==> src/rtl/lrwait_mnode_if.sv <==
// Request/response and memory-bank bundle of the LRwait memory node.
// The slave modport is the node's view; master is the requester-and-bank side.
interface lrwait_mnode_if #(
   parameter int MetaWidth = 8
);
   logic [31:0]          in_qaddr_i;
   logic                 in_qwrite_i;
   logic [3:0]           in_qamo_i;
   logic [31:0]          in_qdata_i;
   logic [3:0]           in_qstrb_i;
   logic [MetaWidth-1:0] in_qmeta_i;
   logic                 in_qlrwait_i;
   logic                 in_qvalid_i;
   logic                 in_qready_o;

   logic [31:0]          in_pdata_o;
   logic                 in_perror_o;
   logic [MetaWidth-1:0] in_pmeta_o;
   logic                 in_plrwait_o;
   logic                 in_pvalid_o;
   logic                 in_pready_i;

   logic                 bank_req_o;
   logic                 bank_we_o;
   logic [31:0]          bank_addr_o;
   logic [31:0]          bank_wdata_o;
   logic [3:0]           bank_be_o;
   logic [31:0]          bank_rdata_i;

   modport slave (
      input  in_qaddr_i, in_qwrite_i, in_qamo_i, in_qdata_i, in_qstrb_i,
             in_qmeta_i, in_qlrwait_i, in_qvalid_i,
      output in_qready_o,
      output in_pdata_o, in_perror_o, in_pmeta_o, in_plrwait_o, in_pvalid_o,
      input  in_pready_i,
      output bank_req_o, bank_we_o, bank_addr_o, bank_wdata_o, bank_be_o,
      input  bank_rdata_i
   );

   modport master (
      output in_qaddr_i, in_qwrite_i, in_qamo_i, in_qdata_i, in_qstrb_i,
             in_qmeta_i, in_qlrwait_i, in_qvalid_i,
      input  in_qready_o,
      input  in_pdata_o, in_perror_o, in_pmeta_o, in_plrwait_o, in_pvalid_o,
      output in_pready_i,
      input  bank_req_o, bank_we_o, bank_addr_o, bank_wdata_o, bank_be_o,
      output bank_rdata_i
   );
endinterface

==> src/rtl/lrwait_mnode.sv <==
// Memory node with an LR/SC reservation and an LRwait queue (head/tail of waiters).
// One request at a time: Idle accepts, Wait collects bank data, Resp holds the reply.
module lrwait_mnode #(
   parameter int MetaWidth    = 8,
   parameter bit LrWaitEnable = 1'b1
) (
   input logic          clk_i,
   input logic          rst_i,
   lrwait_mnode_if.slave bus
);
   localparam logic [3:0] AmoNone = 4'h0;
   localparam logic [3:0] AmoLr   = 4'hA;
   localparam logic [3:0] AmoSc   = 4'hB;

   typedef enum logic [1:0] {Idle, Wait, Resp} state_e;

   state_e               state_q, state_d;
   logic                 res_valid_q, res_valid_d;
   logic [31:0]          res_addr_q, res_addr_d;
   logic [MetaWidth-1:0] head_q, head_d;
   logic [MetaWidth-1:0] tail_q, tail_d;
   logic                 head_done_q, head_done_d;
   logic [31:0]          pdata_q, pdata_d;
   logic                 perror_q, perror_d;
   logic [MetaWidth-1:0] pmeta_q, pmeta_d;
   logic                 plrwait_q, plrwait_d;
   logic                 wait_we_q, wait_we_d;

   logic                 bank_req;
   logic                 bank_we;
   logic                 res_match;
   logic                 is_head;
   logic [MetaWidth-1:0] wake_meta;
   logic [31:0]          qmeta_ext;

   assign res_match = res_valid_q && (bus.in_qaddr_i == res_addr_q);
   assign is_head   = (bus.in_qmeta_i == head_q);
   assign wake_meta = bus.in_qdata_i[MetaWidth-1:0];

   always_comb begin
      qmeta_ext = '0;
      qmeta_ext[MetaWidth-1:0] = bus.in_qmeta_i;
   end

   always_comb begin
      state_d     = state_q;
      res_valid_d = res_valid_q;
      res_addr_d  = res_addr_q;
      head_d      = head_q;
      tail_d      = tail_q;
      head_done_d = head_done_q;
      pdata_d     = pdata_q;
      perror_d    = perror_q;
      pmeta_d     = pmeta_q;
      plrwait_d   = plrwait_q;
      wait_we_d   = wait_we_q;
      bank_req    = 1'b0;
      bank_we     = 1'b0;

      unique case (state_q)
         Idle: begin
            if (bus.in_qvalid_i) begin
               pdata_d   = '0;
               perror_d  = 1'b0;
               pmeta_d   = bus.in_qmeta_i;
               plrwait_d = 1'b0;

               if (bus.in_qlrwait_i) begin
                  // A wake-up passes the reservation to the successor named in the data field.
                  pmeta_d = wake_meta;
                  if (LrWaitEnable && res_match) begin
                     head_d      = wake_meta;
                     head_done_d = 1'b0;
                     bank_req    = 1'b1;
                  end else begin
                     perror_d = 1'b1;
                  end
               end else if (bus.in_qamo_i == AmoLr) begin
                  if (!LrWaitEnable) begin
                     bank_req = 1'b1;
                  end else if (!res_valid_q) begin
                     res_valid_d = 1'b1;
                     res_addr_d  = bus.in_qaddr_i;
                     head_d      = bus.in_qmeta_i;
                     tail_d      = bus.in_qmeta_i;
                     head_done_d = 1'b0;
                     bank_req    = 1'b1;
                  end else if (res_match) begin
                     if (is_head) begin
                        bank_req = 1'b1;
                     end else begin
                        // Enqueue: tell the old tail who its successor is.
                        tail_d    = bus.in_qmeta_i;
                        pmeta_d   = tail_q;
                        plrwait_d = 1'b1;
                        pdata_d   = qmeta_ext;
                     end
                  end else begin
                     perror_d = 1'b1;
                  end
               end else if (bus.in_qamo_i == AmoSc) begin
                  if (!LrWaitEnable) begin
                     bank_req = 1'b1;
                     bank_we  = 1'b1;
                  end else if (res_match && is_head && !head_done_q) begin
                     bank_req = 1'b1;
                     bank_we  = 1'b1;
                     if (head_q == tail_q) begin
                        res_valid_d = 1'b0;
                     end else begin
                        head_done_d = 1'b1;
                     end
                  end else begin
                     pdata_d = 32'd1;
                  end
               end else if (bus.in_qamo_i == AmoNone) begin
                  bank_req = 1'b1;
                  bank_we  = bus.in_qwrite_i;
               end else begin
                  perror_d = 1'b1;
               end

               wait_we_d = bank_we;
               state_d   = bank_req ? Wait : Resp;
            end
         end
         Wait: begin
            pdata_d = wait_we_q ? 32'd0 : bus.bank_rdata_i;
            state_d = Resp;
         end
         Resp: begin
            if (bus.in_pready_i) begin
               state_d = Idle;
            end
         end
         default: state_d = Idle;
      endcase
   end

   always_ff @(posedge clk_i or posedge rst_i) begin
      if (rst_i) begin
         state_q     <= Idle;
         res_valid_q <= 1'b0;
         res_addr_q  <= '0;
         head_q      <= '0;
         tail_q      <= '0;
         head_done_q <= 1'b0;
         pdata_q     <= '0;
         perror_q    <= 1'b0;
         pmeta_q     <= '0;
         plrwait_q   <= 1'b0;
         wait_we_q   <= 1'b0;
      end else begin
         state_q     <= state_d;
         res_valid_q <= res_valid_d;
         res_addr_q  <= res_addr_d;
         head_q      <= head_d;
         tail_q      <= tail_d;
         head_done_q <= head_done_d;
         pdata_q     <= pdata_d;
         perror_q    <= perror_d;
         pmeta_q     <= pmeta_d;
         plrwait_q   <= plrwait_d;
         wait_we_q   <= wait_we_d;
      end
   end

   // The bank strobe is combinational from the Idle handshake, so it is masked during reset.
   assign bus.in_qready_o  = (state_q == Idle) && !rst_i;
   assign bus.bank_req_o   = bank_req && !rst_i;
   assign bus.bank_we_o    = bus.bank_req_o && bank_we;
   assign bus.bank_addr_o  = bus.bank_req_o ? bus.in_qaddr_i : 32'd0;
   assign bus.bank_wdata_o = bus.bank_we_o ? bus.in_qdata_i : 32'd0;
   assign bus.bank_be_o    = bus.bank_req_o ? (bank_we ? bus.in_qstrb_i : 4'hF) : 4'h0;

   assign bus.in_pvalid_o  = (state_q == Resp);
   assign bus.in_pdata_o   = pdata_q;
   assign bus.in_perror_o  = perror_q;
   assign bus.in_pmeta_o   = pmeta_q;
   assign bus.in_plrwait_o = plrwait_q;
endmodule

==> src/flat_wrapper.sv <==
// flat-port wrapper written by rule: the top's interface ports become plain ports
module lrwait_mnode_flat 
#(
   parameter int MetaWidth    = 8,
   parameter bit LrWaitEnable = 1'b1
)
  (clk_i, rst_i, bus_in_qaddr_i, bus_in_qwrite_i, bus_in_qamo_i, bus_in_qdata_i, bus_in_qstrb_i, bus_in_qmeta_i, bus_in_qlrwait_i, bus_in_qvalid_i, bus_in_qready_o, bus_in_pdata_o, bus_in_perror_o, bus_in_pmeta_o, bus_in_plrwait_o, bus_in_pvalid_o, bus_in_pready_i, bus_bank_req_o, bus_bank_we_o, bus_bank_addr_o, bus_bank_wdata_o, bus_bank_be_o, bus_bank_rdata_i);
  lrwait_mnode_if #(.MetaWidth(MetaWidth)) bus_i ();
  input logic clk_i;
  input logic rst_i;
  input wire logic [$bits(bus_i.in_qaddr_i)-1:0] bus_in_qaddr_i;
  input wire logic [$bits(bus_i.in_qwrite_i)-1:0] bus_in_qwrite_i;
  input wire logic [$bits(bus_i.in_qamo_i)-1:0] bus_in_qamo_i;
  input wire logic [$bits(bus_i.in_qdata_i)-1:0] bus_in_qdata_i;
  input wire logic [$bits(bus_i.in_qstrb_i)-1:0] bus_in_qstrb_i;
  input wire logic [$bits(bus_i.in_qmeta_i)-1:0] bus_in_qmeta_i;
  input wire logic [$bits(bus_i.in_qlrwait_i)-1:0] bus_in_qlrwait_i;
  input wire logic [$bits(bus_i.in_qvalid_i)-1:0] bus_in_qvalid_i;
  output wire logic [$bits(bus_i.in_qready_o)-1:0] bus_in_qready_o;
  output wire logic [$bits(bus_i.in_pdata_o)-1:0] bus_in_pdata_o;
  output wire logic [$bits(bus_i.in_perror_o)-1:0] bus_in_perror_o;
  output wire logic [$bits(bus_i.in_pmeta_o)-1:0] bus_in_pmeta_o;
  output wire logic [$bits(bus_i.in_plrwait_o)-1:0] bus_in_plrwait_o;
  output wire logic [$bits(bus_i.in_pvalid_o)-1:0] bus_in_pvalid_o;
  input wire logic [$bits(bus_i.in_pready_i)-1:0] bus_in_pready_i;
  output wire logic [$bits(bus_i.bank_req_o)-1:0] bus_bank_req_o;
  output wire logic [$bits(bus_i.bank_we_o)-1:0] bus_bank_we_o;
  output wire logic [$bits(bus_i.bank_addr_o)-1:0] bus_bank_addr_o;
  output wire logic [$bits(bus_i.bank_wdata_o)-1:0] bus_bank_wdata_o;
  output wire logic [$bits(bus_i.bank_be_o)-1:0] bus_bank_be_o;
  input wire logic [$bits(bus_i.bank_rdata_i)-1:0] bus_bank_rdata_i;
  assign bus_i.in_qaddr_i = bus_in_qaddr_i;
  assign bus_i.in_qwrite_i = bus_in_qwrite_i;
  assign bus_i.in_qamo_i = bus_in_qamo_i;
  assign bus_i.in_qdata_i = bus_in_qdata_i;
  assign bus_i.in_qstrb_i = bus_in_qstrb_i;
  assign bus_i.in_qmeta_i = bus_in_qmeta_i;
  assign bus_i.in_qlrwait_i = bus_in_qlrwait_i;
  assign bus_i.in_qvalid_i = bus_in_qvalid_i;
  assign bus_in_qready_o = bus_i.in_qready_o;
  assign bus_in_pdata_o = bus_i.in_pdata_o;
  assign bus_in_perror_o = bus_i.in_perror_o;
  assign bus_in_pmeta_o = bus_i.in_pmeta_o;
  assign bus_in_plrwait_o = bus_i.in_plrwait_o;
  assign bus_in_pvalid_o = bus_i.in_pvalid_o;
  assign bus_i.in_pready_i = bus_in_pready_i;
  assign bus_bank_req_o = bus_i.bank_req_o;
  assign bus_bank_we_o = bus_i.bank_we_o;
  assign bus_bank_addr_o = bus_i.bank_addr_o;
  assign bus_bank_wdata_o = bus_i.bank_wdata_o;
  assign bus_bank_be_o = bus_i.bank_be_o;
  assign bus_i.bank_rdata_i = bus_bank_rdata_i;
  lrwait_mnode #(.MetaWidth(MetaWidth), .LrWaitEnable(LrWaitEnable)) u_core (.clk_i(clk_i), .rst_i(rst_i), .bus(bus_i));
endmodule
==> config.mk <==
export PLATFORM = sky130hd
export DESIGN_NAME = lrwait_mnode_flat
export DESIGN_NICKNAME = d
export VERILOG_FILES = /design/src/rtl/lrwait_mnode_if.sv /design/src/rtl/lrwait_mnode.sv /design/src/flat_wrapper.sv
export SDC_FILE = /design/constraint.sdc
export NUM_CORES = 1
export LEC_CHECK = 0
export ABC_CLOCK_PERIOD_IN_PS = 5940
export BUFFER_PORTS_ARGS = -buffer_cell sky130_fd_sc_hd__buf_2
export CORE_ASPECT_RATIO = 0.5
export CORE_UTILIZATION = 52
export CTS_CLUSTER_SIZE = 30
export DETAILED_ROUTE_END_ITERATION = 8
export PLACE_DENSITY = 0.95
export SYNTH_ARGS = -nofsm -noshare
export SYNTH_HDL_FRONTEND = slang
export SYNTH_SLANG_ARGS = --single-unit
export TNS_END_PERCENT = 20
==> constraint.sdc <==
create_clock -name clk_i -period 5.94 [get_ports clk_i]
set_input_delay 0.891 -clock clk_i [delete_from_list [all_inputs] [get_ports clk_i]]
set_output_delay 0.891 -clock clk_i [all_outputs]
set_load 0.02 [all_outputs]
; ---- Yosys cells after proc, flatten, opt, wreduce, memory -nomap -nowiden
; Cells that the tools add are included.
[classes]
n_addsub = 0
multipliers = 0
div_mod_pow = 0
magnitude_cmp = 0
eq_ne = 15
n_shift = 0
mux = 71
bitwise_logic = 2
reduce_logical = 25
[ops]
columns = op, n
row1 = 2-to-1 mux 32 bit, 9
row2 = 2-to-1 mux 8 bit, 13
row3 = case mux 32 bit (2 select lines), 1
row4 = 2-to-1 mux 1 bit, 42
row5 = equality test 32 bit, 1
row6 = equality test 8 bit, 2
row7 = AND reduction 6 bit, 2
row8 = AND reduction 5 bit, 2
row9 = nonzero test 2 bit, 5
row10 = equality test 4 bit (second input constant), 2
row11 = 2-to-1 mux 4 bit, 2
row12 = inequality test 2 bit (second input constant), 4
row13 = AND reduction 7 bit, 1
row14 = logical AND 1 bit, 6
row15 = 2-to-1 mux 2 bit, 3
row16 = case mux 2 bit (3 select lines), 1
row17 = AND reduction 2 bit, 3
row18 = nonzero test 3 bit, 2
row19 = logical NOT 4 bit, 1
row20 = inequality test 2 x 1 -> 1 bit (second input constant), 2
row21 = inequality test 3 x 2 -> 1 bit (second input constant), 1
row22 = inequality test 3 bit (second input constant), 1
row23 = equality test 2 x 1 -> 1 bit (second input constant), 1
row24 = equality test 2 bit (second input constant), 1
row25 = other kinds (3), 5
[word_totals]
reg_bits = 95
latch_bits = 0
mem_bits_rw = 0
mem_bits_ro = 0
input_bits = 118
out_inout_bits = 114
wordCells = 124
n_memories = 0

; ---- Logic depth before layout (Yosys ltp)
; Gate-level depths: netlist of run 1.
[logic_depth]
depth_word = 15
depth_mapped = 8
mapped_depth_nobuf = 6

; ---- Worst setup path before layout of run 1
; Ideal clock, no wire load.
[synth_path]
path_kind = input port to output port
startpoint = input port bus_in_qaddr_i[23]
endpoint = output port bus_bank_wdata_o[10]
t_arrival_ns = 3.152
required_time_ns = 5.049
setup_slack_ns = 1.897
stages = 7
n_path_buf = 1
path_cell_list = xnor2_1 nand4_1 or4_4 nor4_4 a22oi_1 buf_2 nor4b_1
[synth_between]
elab_chain_cells = 15
word_cells_on_any_way = 23
cone_classes = eq/ne: 1 / mux: 17 / reduce/logical: 5
[synth_lines]
columns = item, line_no
row1 = from (decl), flat_wrapper.sv:11  ; input wire logic [$bits(bus_i.in_qaddr_i)-1:0] bus_in_qaddr_i;
row2 = equality test 32 bit (*), lrwait_mnode.sv:36  ; assign res_match = res_valid_q && (bus.in_qaddr_i == res_addr_q);
row3 = logical AND 1 bit (*), lrwait_mnode.sv:36
row4 = logical AND 1 bit (2 in a row), lrwait_mnode.sv:105  ; end else if (res_match && is_head && !head_done_q) begin
row5 = 2-to-1 mux 1 bit, lrwait_mnode.sv:105
row6 = 2-to-1 mux 1 bit, lrwait_mnode.sv:101  ; end else if (bus.in_qamo_i == AmoSc) begin
row7 = 2-to-1 mux 1 bit, lrwait_mnode.sv:78  ; end else if (bus.in_qamo_i == AmoLr) begin
row8 = 2-to-1 mux 1 bit, lrwait_mnode.sv:68  ; if (bus.in_qlrwait_i) begin
row9 = 2-to-1 mux 1 bit, lrwait_mnode.sv:62  ; if (bus.in_qvalid_i) begin
row10 = 2-to-1 mux 1 bit, lrwait_mnode.sv:60  ; unique case (state_q)
row11 = 2-to-1 mux 1 bit, lrwait_mnode.sv:62
row12 = 2-to-1 mux 1 bit, lrwait_mnode.sv:60
row13 = logical AND 1 bit, lrwait_mnode.sv:170  ; assign bus.bank_req_o = bank_req && !rst_i;
row14 = logical AND 1 bit (*), lrwait_mnode.sv:171  ; assign bus.bank_we_o = bus.bank_req_o && bank_we;
row15 = 2-to-1 mux 32 bit (*), lrwait_mnode.sv:173  ; assign bus.bank_wdata_o = bus.bank_we_o ? bus.in_qdata_i : 32'd0;
row16 = to (decl), flat_wrapper.sv:29  ; output wire logic [$bits(bus_i.bank_wdata_o)-1:0] bus_bank_wdata_o;
; Every way passes the cells marked *; elsewhere a longest branch is shown, timed or not. The select of a mux whose other input is x is not followed.

; ---- Worst setup path after layout of run 1
[layout_path]
startpoint = input port bus_in_qaddr_i[7]
endpoint = output port bus_bank_addr_o[27]
[layout_between]
elab_chain_cells = 14
word_cells_on_any_way = 17
cone_classes = eq/ne: 1 / mux: 12 / reduce/logical: 4
[layout_lines]
columns = item, line_no
row1 = equality test 32 bit (*), lrwait_mnode.sv:36
row2 = logical AND 1 bit (*), lrwait_mnode.sv:36
row3 = logical AND 1 bit (2 in a row), lrwait_mnode.sv:105
row4 = 2-to-1 mux 1 bit, lrwait_mnode.sv:105
row5 = 2-to-1 mux 1 bit, lrwait_mnode.sv:101
row6 = 2-to-1 mux 1 bit, lrwait_mnode.sv:78
row7 = 2-to-1 mux 1 bit (*), lrwait_mnode.sv:68
row8 = 2-to-1 mux 1 bit (*), lrwait_mnode.sv:62
row9 = 2-to-1 mux 1 bit (*), lrwait_mnode.sv:60
row10 = 2-to-1 mux 1 bit (*), lrwait_mnode.sv:62
row11 = 2-to-1 mux 1 bit (*), lrwait_mnode.sv:60
row12 = logical AND 1 bit (*), lrwait_mnode.sv:170
row13 = 2-to-1 mux 32 bit (*), lrwait_mnode.sv:172  ; assign bus.bank_addr_o = bus.bank_req_o ? bus.in_qaddr_i : 32'd0;
row14 = to (decl), flat_wrapper.sv:28  ; output wire logic [$bits(bus_i.bank_addr_o)-1:0] bus_bank_addr_o;
; Marked as above.

==> results_dict.tcl, run 1 <==
set metrics [dict create \
    synth_fa_ha_area_share_pct 0 \
    yosys.area.top_type "dfrtp_1" \
    portBuffers 231 \
    io_pins 232 \
    post_cts_buffers 0 \
    end_kind "output port" \
    cp-start-kind "input port" \
    status "complete, no violations" \
    tightest_slew_ns 1.32 \
    grt_use_total_pct 27.4 \
    worst_ep_required_time_ns 5.05 \
    first_iter_violations 336 \
    setup_slack_ns 1.47 \
    synth_top_family_by_area "simple AND/OR/NAND/NOR gates" \
    p_per_area_mw_per_mm2 289 \
    wl_per_cell_um 17.4 \
    synthMuxAreaShare_pct 11.8 \
    dpl.cell_count 802 \
    synth_area_sq_mm 0.00524 \
    grt_first_pass_wirelength_um 22100 \
    fin_area_sq_mm 0.00677 \
    synth_top_flop_cell "dfrtp_1" \
    rsz0062_at_grt "no" \
    hold_viol_final 0 \
    numClockSinks 95 \
    antenna_cells 0 \
    yosysTopAreaCellShare_pct 45.4 \
    num_rows 25 \
    synthMostInstantiatedCell "dfrtp_1" \
    ys_seq_area_share_pct 45.4 \
    num-nets-final 796 \
    arrival_ns 3.58 \
    ant_nets 0 \
    gr-total-overflow 0 \
    core_sq_mm 0.00960 \
    die_h_um 73.0 \
    path_max_fanout 29 \
    ir_worst_vdd_v 0.000174 \
    fmax_mhz 224 \
    syn_inst 462 \
    root_buffer "clkbuf_16" \
    cts_tree "done" \
    post_dp_cell_area_sq_mm 0.00649 \
    async_flop_share_pct 100 \
    period_needed_ns 4.47 \
    fin_tns_setup_ns 0 \
    synth_commonest_cells "dfrtp_1, mux2_2, xnor2_1" \
    power_mw 1.95 \
    h-tree-depth 3 \
    vias_per_cell 5.62 \
    yosys_warnings 0 \
    grt_max_degree 60 \
    min_path_type "flip-flop to flip-flop" \
    syn-num-nets 580 \
    synth_compound_area_share_pct 11.1 \
    wl_um 14200 \
    finalCritPeriodShare_pct 75.2 \
    grt_pass1_vias 4503 \
    syn_avg_cell_area_sq_um 11.3 \
    cts_resized 0 \
    syn2layout_area_growth_pct 29.3 \
    synth_cell_types 43 \
    hold_buffers 0 \
    cts_max_path_buffers 2 \
    finalSetupViolCount 0 \
    drtPass1Iterations 5 \
    max_cap_viol_count 0 \
    n_fill_cell 687 \
    antenna_found_initial 0 \
    p_leak_nw 3.44 \
    drc 0 \
    vias 4601 \
    pre_cts_ws_ns 1.50 \
    slew_headroom_pct 12.1 \
    slew_violations 0 \
    drive_gt1_share_pct 48.6 \
    worstSetupPathType "input port to output port" \
    worstSkewPairLatency_ns 0.34 \
    synth_edf_count 0 \
    final_cell_count_no_fill 818 \
    start_util_pct 54.6 \
    hpwlAfterDp_um 10300 \
    synth_simple_gate_area_share_pct 19.8 \
    clk_pin_slew_worst_paths_ns 0.07 \
    place_congestion 0.903 \
    synthXorXnorAreaFrac_pct 8.02 \
    final.setup_skew_ns 0.00969 \
    die-area_sq_mm 0.0105 \
    ys_top_cells_by_area "dfrtp_1, mux2_2, xnor2_1" \
    cts_buffers 9 \
    die_width_um 144 \
    ys_ff_latch 95 \
]
## worst paths after layout
check | from | to | slack [ns] | cells past startpoint
worst max-delay path | bus_in_qaddr_i[7] | bus_bank_addr_o[27] | 1.47 | 9
worst min-delay path | u_core.bus.in_plrwait_o | u_core.bus.in_plrwait_o | 0.47 | 2
worst max register to register | u_core.res_addr_q[21] | u_core.bus.in_pmeta_o[2] | 2.92 | 6
worst min register to register | u_core.bus.in_plrwait_o | u_core.bus.in_plrwait_o | 0.47 | 2
max in group asynchronous | rst_i | u_core.res_addr_q[24] | 3.86 | 4
min in group asynchronous | rst_i | u_core.head_q[4] | 0.94 | 3
## placed cells by master, fill, tap and decap left out, drive strengths merged, types with 9 or more instances in the layout
| cell type | instances |
|---|---|
| xor2 | 9 |
| nand4 | 13 |
| buf | 237 |
| and2 | 33 |
| o21ai | 11 |
| nor3 | 12 |
| nor4 | 9 |
| nor2 | 10 |
| a22o | 24 |
| xnor2 | 39 |
| nand2 | 23 |
| mux2 | 48 |
| clkbuf | 9 |
| nor4b | 32 |
| o221ai | 9 |
| inv | 19 |
| dfrtp | 95 |
## critical path, stage by stage
cell and delay [ns]:
buf_2 0.12, xnor2_1 0.14, nand4_1 0.18, nor4_2 0.60, nand4_1 0.31, a2111oi_4 0.65, buf_4 0.36, and2_1 0.17
buf_2 0.16
## state kept, by name, summed over array words and instances, names as in the netlist
register                 count
u_core.res_addr_q           32
u_core.head_q                8
u_core.res_valid_q           1
u_core.bus.in_pmeta_o        8
u_core.wait_we_q             1
u_core.state_q               2
u_core.bus.in_perror_o       1
u_core.tail_q                8
u_core.head_done_q           1
u_core.bus.in_pdata_o       32
u_core.bus.in_plrwait_o      1
## cell families (layout without fill, tap and decap cells)
| family | after synthesis | count (layout) |
|---|---|---|
| flip-flops | 95 | 95 |
| XOR/XNOR | 48 | 48 |
| multiplexers | 56 | 56 |
| AO/OA/AOI/OAI | 72 | 72 |
| AND/OR/NAND/NOR | 145 | 145 |
| buffers and inverters | 46 | 267 |
## report_power, final
part           internal (mW)  leakage [nW]  switching [mW]
clock network          0.294         0.141           0.270
logic                  0.235          2.03           0.294
registers              0.768          1.27          0.0932
total                   1.30          3.44           0.657
## per-stage QoR
stage,hold slack [ns],util (%)
final,0.475,70.5
after global placement,0.460,67.5
after detailed placement,0.465,67.5
after CTS,0.482,70.5
after floorplan,0.451,-
after global routing,0.522,70.5
## area by class of cell
class / count / area (sq um) / share of cell area, %
sequential: 95 / 2380 / 35.1
clock inverter: 7 / 61.3 / 0.905
clock buffer: 9 / 225 / 3.33
inverter: 14 / 55.1 / 0.813
multi-input combinational: 321 / 2680 / 39.6
timing repair buffer: 237 / 1200 / 17.7
tap: 135 / 169 / 2.49
## per-layer routing
| layer | track usage, % | part of all wire (%) | vias up | wire [um] |
|---|---|---|---|---|
| met4 | 9.57 | 1.8 | 0 | 253 |
| met1 | 32.9 | 41 | 2243 | 5780 |
| li1 | - | - | 2125 | - |
| met5 | 0 | 0 | - | 0 |
| met3 | 5.58 | 6.0 | 26 | 847 |
| met2 | 49.5 | 52 | 207 | 7340 |
(Power assumes the default switching activity.)
==> inputs of run 2 (changes only) <==
--- a/config.mk
+++ b/config.mk
@@ -5,13 +5,13 @@
 export SDC_FILE = /design/constraint.sdc
 export NUM_CORES = 1
 export LEC_CHECK = 0
-export ABC_CLOCK_PERIOD_IN_PS = 5940
+export ABC_CLOCK_PERIOD_IN_PS = 4000
 export BUFFER_PORTS_ARGS = -buffer_cell sky130_fd_sc_hd__buf_2
 export CORE_ASPECT_RATIO = 0.5
-export CORE_UTILIZATION = 52
+export CORE_UTILIZATION = 43
 export CTS_CLUSTER_SIZE = 30
 export DETAILED_ROUTE_END_ITERATION = 8
-export PLACE_DENSITY = 0.95
+export PLACE_DENSITY = 0.85
 export SYNTH_ARGS = -nofsm -noshare
 export SYNTH_HDL_FRONTEND = slang
 export SYNTH_SLANG_ARGS = --single-unit
==> constraint.sdc (replaced) <==
create_clock -name clk_i -period 4 [get_ports clk_i]
set_input_delay 0.6 -clock clk_i [delete_from_list [all_inputs] [get_ports clk_i]]
set_output_delay 0.6 -clock clk_i [all_outputs]
set_load 0.02 [all_outputs]
==> run 2 against run 1 <==
Compared with the run above:
- setup slack worse by 1.2 ns
- critical endpoint is now bus_bank_be_o[1]
- cell area is 1.4% higher
- largest cell class unchanged
- power is 49% higher
- sequential power is 47% higher
- clock power is 52% higher
- largest power group unchanged
- critical path type is now flip-flop to output port
- sequential share of layout area is 0.47 points lower
- final cell count is 4.4% higher
- critical path depth is 1 lower
- die area is 20% higher
==> results_dict.tcl, run 2 (synthesis results as in run 1) <==
set metrics [dict create \
    slew_violations 0 \
    cts_tree "done" \
    clk_pin_slew_worst_paths_ns 0.08 \
    start_util_pct 44.3 \
    cp-start-kind "flip-flop" \
    arrival_ns 3.11 \
    place_congestion 0.904 \
    path_max_fanout 37 \
    max_cap_viol_count 0 \
    hold_slack_ns 0.463 \
    antenna_cells 0 \
    worstSetupPathType "flip-flop to output port" \
    wl_per_cell_um 16.0 \
    num_rows 28 \
    die_width_um 158 \
    final_cell_count_no_fill 854 \
    portBuffers 231 \
    vias_per_cell 5.40 \
    setup_slack_ns 0.287 \
    ir_worst_vdd_v 0.000241 \
    cts_max_path_buffers 2 \
    rsz0062_at_grt "no" \
    fmax_mhz 269 \
    hold_buffers 0 \
    cts_buffers 9 \
    finalCritPeriodShare_pct 92.8 \
    drive_gt1_share_pct 49.1 \
    fin_tns_setup_ns 0 \
    final.setup_skew_ns 0.0118 \
    p_leak_nw 3.48 \
    grt_first_pass_wirelength_um 21100 \
    p_per_area_mw_per_mm2 425 \
    slew_headroom_pct 18.1 \
    crit_slowest_cell "nor4_1" \
    min_path_type "input port to flip-flop" \
    num-nets-final 802 \
    numClockSinks 95 \
    power_mw 2.91 \
    die-area_sq_mm 0.0127 \
    cp_cell_sequence "xor2_1 > nor4_1 > and2_1 > nand4_1 > a2111oi_4 > buf_4 > o31a_1 > buf_2" \
    drc 0 \
    cpLargestDelayFamily "simple AND/OR/NAND/NOR gates" \
    wl_um 13700 \
    worstSkewPairLatency_ns 0.35 \
    pre_cts_ws_ns 0.336 \
    path_buf_inv 2 \
    vias 4612 \
    hpwlAfterDp_um 10100 \
    end_kind "output port" \
    io_pins 232 \
    status "complete, no violations" \
    period_needed_ns 3.71 \
    finalSetupViolCount 0 \
    root_buffer "clkbuf_16" \
    core_sq_mm 0.0118 \
    first_iter_violations 292 \
    grt_max_degree 44 \
    antenna_found_initial 0 \
    dpl.cell_count 838 \
    final_cell_mix "buf_2, dfrtp_1, mux2_2" \
    syn2layout_area_growth_pct 31.0 \
    tightest_slew_ns 1.23 \
    grt_pass1_vias 4364 \
    post_cts_buffers 0 \
    hold_viol_final 0 \
    layout_commonest_cell "buf_2" \
    h-tree-depth 3 \
    gr-total-overflow 0 \
    cts_resized 0 \
    worst_ep_required_time_ns 3.40 \
    die_h_um 80.1 \
    n_fill_cell 991 \
    ant_nets 0 \
    slowest_delay_ns 0.55 \
    grt_use_total_pct 21.4 \
    drtPass1Iterations 5 \
]
## run 2: cell types whose count changed in the layout (fill, tap and decap cells not counted), sizes merged
cell	previous run	this run
clkinv	1	3
buf	237	243
clkinvlp	1	0
inv	19	18
## run 2: metrics by stage
stage | instance area, sq um | utilization, %
final | 6870 | 58.0
after global routing | 6870 | 58.0
after CTS | 6870 | 58.0
after detailed placement | 6570 | 55.5
after global placement | 6570 | 55.5
after floorplan | 5240 | -
## run 2: worst paths after layout
| check | depth (start not counted) | slack [ns] | endpoint | startpoint |
|---|---|---|---|---|
| worst max-delay path | 8 | 0.29 | bus_bank_be_o[1] | u_core.head_q[5] |
| worst min-delay path | 2 | 0.46 | u_core.bus.in_pdata_o[28] | bus_bank_rdata_i[28] |
| worst max register to register | 7 | 1.24 | u_core.bus.in_pmeta_o[5] | u_core.res_addr_q[25] |
| worst min register to register | 2 | 0.49 | u_core.bus.in_pmeta_o[5] | u_core.bus.in_pmeta_o[5] |
| max in group asynchronous | 3 | 2.47 | u_core.bus.in_pdata_o[31] | rst_i |
| min in group asynchronous | 2 | 0.75 | u_core.head_q[2] | rst_i |
## run 2: per-layer routing
metal	GRT usage, %	vias to the layer above	wire (um)
li1	-	2139	-
met1	26.0	2242	5630
met2	37.9	194	6940
met3	3.78	37	778
met4	8.27	0	308
met5	0	-	0
## run 2: area by class of cell
cell class | instances | area [sq um] | share of cell area, %
flip-flops and latches | 95 | 2380 | 34.6
repair buffers | 243 | 1250 | 18.2
multi-input cells | 321 | 2680 | 39.1
clock inverters | 7 | 71.3 | 1.04
clock buffers | 9 | 225 | 3.28
well taps | 165 | 206 | 3.01
inverters | 14 | 55.1 | 0.802
## run 2: where the power goes
| part | switching, mW | total (mW) | internal [mW] |
|---|---|---|---|
| clock | 0.413 | 0.856 | 0.443 |
| sequential | 0.131 | 1.27 | 1.14 |
| combinational | 0.431 | 0.787 | 0.356 |
